[config.mk]
export PLATFORM = sky130hd
export DESIGN_NAME = note_sequencer
export DESIGN_NICKNAME = d
export VERILOG_FILES = /design/src/rtl/note_pkg.sv /design/src/rtl/tone_gen.sv /design/src/rtl/note_sequencer.sv
export SDC_FILE = /design/constraint.sdc
export NUM_CORES = 1
export LEC_CHECK = 0
export CORE_ASPECT_RATIO = 1.5
export CORE_MARGIN = 2
export CORE_UTILIZATION = 50
export DETAILED_ROUTE_END_ITERATION = 8
export HOLD_SLACK_MARGIN = 0.08
export PLACE_DENSITY_LB_ADDON = 0.08
export SYNTH_ARGS = -nofsm -noshare
export SYNTH_HDL_FRONTEND = slang
export SYNTH_SLANG_ARGS = --single-unit
[constraint.sdc]
create_clock -name clock_in -period 8 [get_ports clock_in]
set_input_delay 2 -clock clock_in [delete_from_list [all_inputs] [get_ports clock_in]]
set_output_delay 2 -clock clock_in [all_outputs]
set_load 0.01 [all_outputs]
[src/rtl/note_pkg.sv]
// Shared note codes, tone divisors and the melody ROM for the note sequencer.
package note_pkg;

    typedef enum logic [2:0] {
        NOTE_REST = 3'd0,
        NOTE_DO   = 3'd1,
        NOTE_RE   = 3'd2,
        NOTE_MI   = 3'd3,
        NOTE_FA   = 3'd4,
        NOTE_SOL  = 3'd5,
        NOTE_LA   = 3'd6,
        NOTE_SI   = 3'd7
    } note_t;

    typedef enum logic [1:0] {
        ST_IDLE = 2'd0,
        ST_PLAY = 2'd1,
        ST_GAP  = 2'd2
    } state_t;

    localparam logic [27:0] DIV_DO  = 28'd382219;
    localparam logic [27:0] DIV_RE  = 28'd340136;
    localparam logic [27:0] DIV_MI  = 28'd303030;
    localparam logic [27:0] DIV_FA  = 28'd286368;
    localparam logic [27:0] DIV_SOL = 28'd255102;
    localparam logic [27:0] DIV_LA  = 28'd227272;
    localparam logic [27:0] DIV_SI  = 28'd202429;

    // Entry = {note, beats}; beats code b plays for b+1 beats.
    localparam logic [4:0] MELODY_ROM [16] = '{
        {NOTE_RE,   2'd0}, {NOTE_MI,  2'd1}, {NOTE_REST, 2'd3}, {NOTE_SOL, 2'd0},
        {NOTE_LA,   2'd1}, {NOTE_SOL, 2'd0}, {NOTE_MI,   2'd0}, {NOTE_DO,  2'd3},
        {NOTE_FA,   2'd0}, {NOTE_FA,  2'd0}, {NOTE_MI,   2'd1}, {NOTE_RE,  2'd1},
        {NOTE_SI,   2'd0}, {NOTE_LA,  2'd0}, {NOTE_SOL,  2'd1}, {NOTE_DO,  2'd3}
    };

    function automatic logic [27:0] note_divisor(input logic [2:0] note);
        logic [27:0] div;
        case (note)
            NOTE_DO:  div = DIV_DO;
            NOTE_RE:  div = DIV_RE;
            NOTE_MI:  div = DIV_MI;
            NOTE_FA:  div = DIV_FA;
            NOTE_SOL: div = DIV_SOL;
            NOTE_LA:  div = DIV_LA;
            NOTE_SI:  div = DIV_SI;
            default:  div = 28'd0;
        endcase
        return div;
    endfunction

endpackage

[src/rtl/tone_gen.sv]
// Square-wave generator: counts 0..divisor-1 and drives a registered 50% duty tone.
module tone_gen (
    input  logic        clock_in,
    input  logic        reset,
    input  logic        clear,
    input  logic        enable,
    input  logic [27:0] divisor,
    output logic        clock_out
);

    logic [27:0] count;
    logic [27:0] half;

    assign half = divisor >> 1;

    always_ff @(posedge clock_in) begin
        if (reset || clear) begin
            count     <= 28'd0;
            clock_out <= 1'b0;
        end else if (enable) begin
            clock_out <= (count < half);
            count     <= (count == divisor - 28'd1) ? 28'd0 : count + 28'd1;
        end else begin
            count     <= 28'd0;
            clock_out <= 1'b0;
        end
    end

endmodule

[src/rtl/note_sequencer.sv]
// Melody player: steps through the ROM, playing each note then a silent gap.
// Define NOTE_SEQ_LOOP_EN to repeat the melody until stop or reset.
module note_sequencer
    import note_pkg::*;
#(
    parameter logic [27:0] NOTE_TICKS = 28'd12500000,
    parameter logic [27:0] GAP_TICKS  = 28'd1250000,
    parameter int          SONG_LEN   = 8,
    parameter int          DIV_SHIFT  = 0
) (
    input  logic       clock_in,
    input  logic       reset,
    input  logic       start,
    input  logic       stop,
    output logic       clock_out,
    output logic       busy,
    output logic [3:0] note_idx,
    output logic       done
);

    state_t      state, state_next;
    logic [27:0] dur_cnt;
    logic        dur_clear;
    logic [3:0]  idx_next;
    logic        done_next;
    logic [4:0]  entry;
    logic [2:0]  note;
    logic [1:0]  beats;
    logic [27:0] play_last;
    logic [27:0] divisor;
    logic        last_entry;
    logic        tone_clear;
    logic        tone_enable;

    assign entry      = MELODY_ROM[note_idx];
    assign note       = entry[4:2];
    assign beats      = entry[1:0];
    assign play_last  = NOTE_TICKS * (28'(beats) + 28'd1) - 28'd1;
    assign divisor    = note_divisor(note) >> DIV_SHIFT;
    assign last_entry = (note_idx == 4'(SONG_LEN - 1));

    always_comb begin
        state_next = state;
        idx_next   = note_idx;
        done_next  = 1'b0;
        if (stop) begin
            state_next = ST_IDLE;
            idx_next   = 4'd0;
        end else begin
            case (state)
                ST_IDLE: begin
                    if (start) begin
                        state_next = ST_PLAY;
                        idx_next   = 4'd0;
                    end
                end
                ST_PLAY: begin
                    if (dur_cnt == play_last) state_next = ST_GAP;
                end
                ST_GAP: begin
                    if (dur_cnt == GAP_TICKS - 28'd1) begin
                        if (last_entry) begin
                            done_next = 1'b1;
                            idx_next  = 4'd0;
`ifdef NOTE_SEQ_LOOP_EN
                            state_next = ST_PLAY;
`else
                            state_next = ST_IDLE;
`endif
                        end else begin
                            state_next = ST_PLAY;
                            idx_next   = note_idx + 4'd1;
                        end
                    end
                end
                default: begin
                    state_next = ST_IDLE;
                    idx_next   = 4'd0;
                end
            endcase
        end
    end

    // Every state change (including GAP->PLAY of the next note) restarts the timer.
    assign dur_clear   = (state_next != state) || (state == ST_IDLE);
    assign tone_clear  = !((state == ST_PLAY) && (state_next == ST_PLAY));
    assign tone_enable = (note != NOTE_REST);

    always_ff @(posedge clock_in) begin
        if (reset) begin
            state    <= ST_IDLE;
            dur_cnt  <= 28'd0;
            note_idx <= 4'd0;
            busy     <= 1'b0;
            done     <= 1'b0;
        end else begin
            state    <= state_next;
            dur_cnt  <= dur_clear ? 28'd0 : dur_cnt + 28'd1;
            note_idx <= idx_next;
            busy     <= (state_next != ST_IDLE);
            done     <= done_next;
        end
    end

    tone_gen u_tone_gen (
        .clock_in  (clock_in),
        .reset     (reset),
        .clear     (tone_clear),
        .enable    (tone_enable),
        .divisor   (divisor),
        .clock_out (clock_out)
    );

endmodule

==> metrics <==
run status=completed; Startpoint Class=flop; Worst Skew=0.00813 ns; CP arrival=around 4.7 ns; GRT met3 Usage=0.0447; register area share after synthesis=0.294; #FFs+latches synth=65; pin count of the biggest net entering global routing=28; post_cts resized=0; Placed Area=0.00456 mm^2; layout cells sized above 1=0.0442; Final Hold Fails=0; DIE WIDTH=80.8 um; critical path endpoint category=flop; GPL Wtd Cong=0.932; syn_area_per_cell=7.92 um^2; number of core rows=42; crit-path max FO=19; vias in the first global route=3,767; Final Instance Area=approximately 0.005 mm^2; All-Layer GR Usage=0.240; Post-CTS Hold Fix Bufs=0; first-pass GRT wire length=roughly 18,000 um; PD cells=155 mW/mm^2; Tcrit/Tclk final=0.568; slowest stage cell, crit path=a41o_1; Worst Path Required=8.20 ns; worst r2r src=note_idx[1]$_SDFFE_PP0P_; Core Box Area=0.00872 mm^2; 1st-iter DRT viols=~220; Post-CTS Setup Inserts=0; Syn Std Cell Area=0.00443 mm^2; Routed Antenna Nets=0; clk root buf=clkbuf_16; met1 usage=0.266; CP Cell Sequence=inv_1 > ha_1 > xor2_1 > o21a_1 > ha_1 > xnor2_1 > ha_1 > a31o_2 > a41oi_1 > xor2_1 > a2111oi_2 > or4b_1 > a41o_1 > nor2_1; overflow left after global routing=0; Worst Min Path Start=dur_cnt[0]$_SDFF_PP0_; I/O Buffers=10; Most Crowded Layer GR=met2; Die Area=between 0.009 and 0.01 mm^2; clock slew at reported path FFs=0.06 ns; WS Path Type=flop to flop; ant diodes=0; H-tree levels=3; Max Cap Viol=0; fill count=839; Residual DRC=0; Ports=11; Setup-failing EPs final=0; Die H=119 um; final setup TNS=0 ns; RSZ-0062 raised after global routing=false; crit path launch=note_idx[1]$_SDFFE_PP0P_; Yosys cell types=62; clock tree sinks=65; Post-synth EDFFs=0; TritonRoute pass-1 iters=4; main area contributors after synthesis=dfxtp_1 (29%), ha_1 (9.9%), nor2_1 (7.2%), xor2_1 (5.5%), xnor2_1 (5.1%); CTS tree=done; Period minus WS final=4.54 ns; Worst Tran Pin Value=0.885 ns; Final nets=599; Max stage delay on crit path=between 0.5 and 0.6 ns; peak supply drop=0.000164 V; Clock Path Buffers=2; initial antenna violation count=0; met2 global-route usage=0.419; Worst path most repeated cell=ha_1; Routed WL per cell=16.4 um; Main synth FF type=dfxtp_1; fmax=220 MHz; Post-DP HPWL=8250 um; worst rel slew slack=0.409; area grow syn2layout=10.3%; worst hold path class=flop to flop; latest clock arrival within the worst-skew pair=0.34 ns; vias per inst=5.92; P_leak=0.00163 uW; Synth top area share=0.294; Syn Inst Count=559; count of warnings emitted by yosys=0; WL final=11,000 um; CTS Buf Count=9; DR vias=3,996; Initial Utilization=0.507; Synth area leader=dfxtp_1; syn_nets=598; Slew Limit Fails=0; Synth async-reset ratio=0
## path summary, 6_finish.rpt
kind / end / cells past startpoint / slack (ns)
min: dur_cnt[0]$_SDFF_PP0_ / 1 / 0.47
min reg2reg: dur_cnt[0]$_SDFF_PP0_ / 1 / 0.47
max: u_tone_gen.count[11]$_SDFF_PP0_ / 14 / 3.46
max reg2reg: u_tone_gen.count[11]$_SDFF_PP0_ / 14 / 3.46
## per-stage QoR
| step | hold slack (ns) | setup WS (ns) | util | total power, uW | instances |
|---|---|---|---|---|---|
| final | 0.472 | 3.46 | 0.560 | 757 | 675 |
| after global routing | 0.513 | 3.07 | 0.560 | 775 | 675 |
| after CTS | 0.475 | 3.42 | 0.560 | 762 | 675 |
| after detailed placement | 0.462 | 3.46 | 0.523 | 341 | 659 |
| after global placement | 0.452 | 3.57 | 0.523 | 341 | 659 |
| after floorplan | 0.430 | 4.13 | - | 337 | 559 |
## state kept, by name (all words and copies together) (netlist names)
register and flops:
done 1, busy 1, note_idx 4, state 2
u_tone_gen.clock_out 1, dur_cnt 28, u_tone_gen.count 28
## layer usage
layer	share of wire	wire, um
met5	0	0
met4	0.040	445
met3	0.033	359
met2	0.51	5670
met1	0.41	4560
## cell families after synthesis
kind of cell,share of synthesized area
simple gates,0.280
buf+inv,0.0396
xor+xnor,0.107
fa+ha+maj,0.0990
compound gates,0.146
flops,0.294
mux,0.0342
## where the power goes
part	switching, uW	leakage (uW)	internal (uW)	total (uW)
Combinational	4.79	0.000962	3.45	8.24
Sequential	0.723	0.000524	325	325
Clock	150	0.000149	274	424
## cell usage in the layout, fill, tap and decap left out, types with 12 or more instances in the layout
master / synthesis / final
nor2_1: 85 / 85
a21oi_1: 27 / 27
nor3_1: 16 / 16
xor2_1: 28 / 28
nand3_1: 36 / 36
ha_1: 35 / 35
xnor2_1: 26 / 26
nand4_1: 12 / 12
inv_1: 15 / 15
dfxtp_1: 65 / 65
nand2_1: 48 / 48
nand2b_1: 12 / 12
o21ai_0: 20 / 20
## cells in the mapped netlist (all sizes together), types with 2 or more instances
master / instances
a2111oi: 3
a211oi: 2
a21o: 5
a21oi: 28
a221oi: 2
a311oi: 4
a31oi: 2
and2: 2
and3: 11
and4: 2
buf: 12
clkbuf: 10
dfxtp: 65
ha: 35
inv: 15
mux2: 3
mux2i: 11
nand2: 48
nand2b: 12
nand3: 36
nand4: 12
nor2: 85
nor2b: 6
nor3: 16
nor4: 6
nor4b: 3
o2111ai: 5
o211ai: 4
o21a: 3
o21ai: 20
o22ai: 4
o31ai: 2
or2: 2
or3: 8
or4: 3
xnor2: 26
xor2: 28
## critical path: cells and delay by family (launching register included)
family	cells	cell delay (ns)
xor gates and xnor gates	3	0.51
AOI/OAI and AO/OA	5	1.73
and+or+nand+nor	2	0.59
DFF	1	0.52
buffers and inverters	1	0.12
adders and majority gates	3	0.91
## layout make-up
type | count | area [um^2] | share of cell area
multi-input combinational | 457 | 2950 | 0.604
sequential | 65 | 1300 | 0.267
clock buffer | 10 | 229 | 0.0469
tap | 110 | 138 | 0.0282
timing repair buffer | 12 | 115 | 0.0236
clock inverter | 6 | 92.6 | 0.0190
inverter | 15 | 56.3 | 0.0115
(Power assumes the default switching activity.)
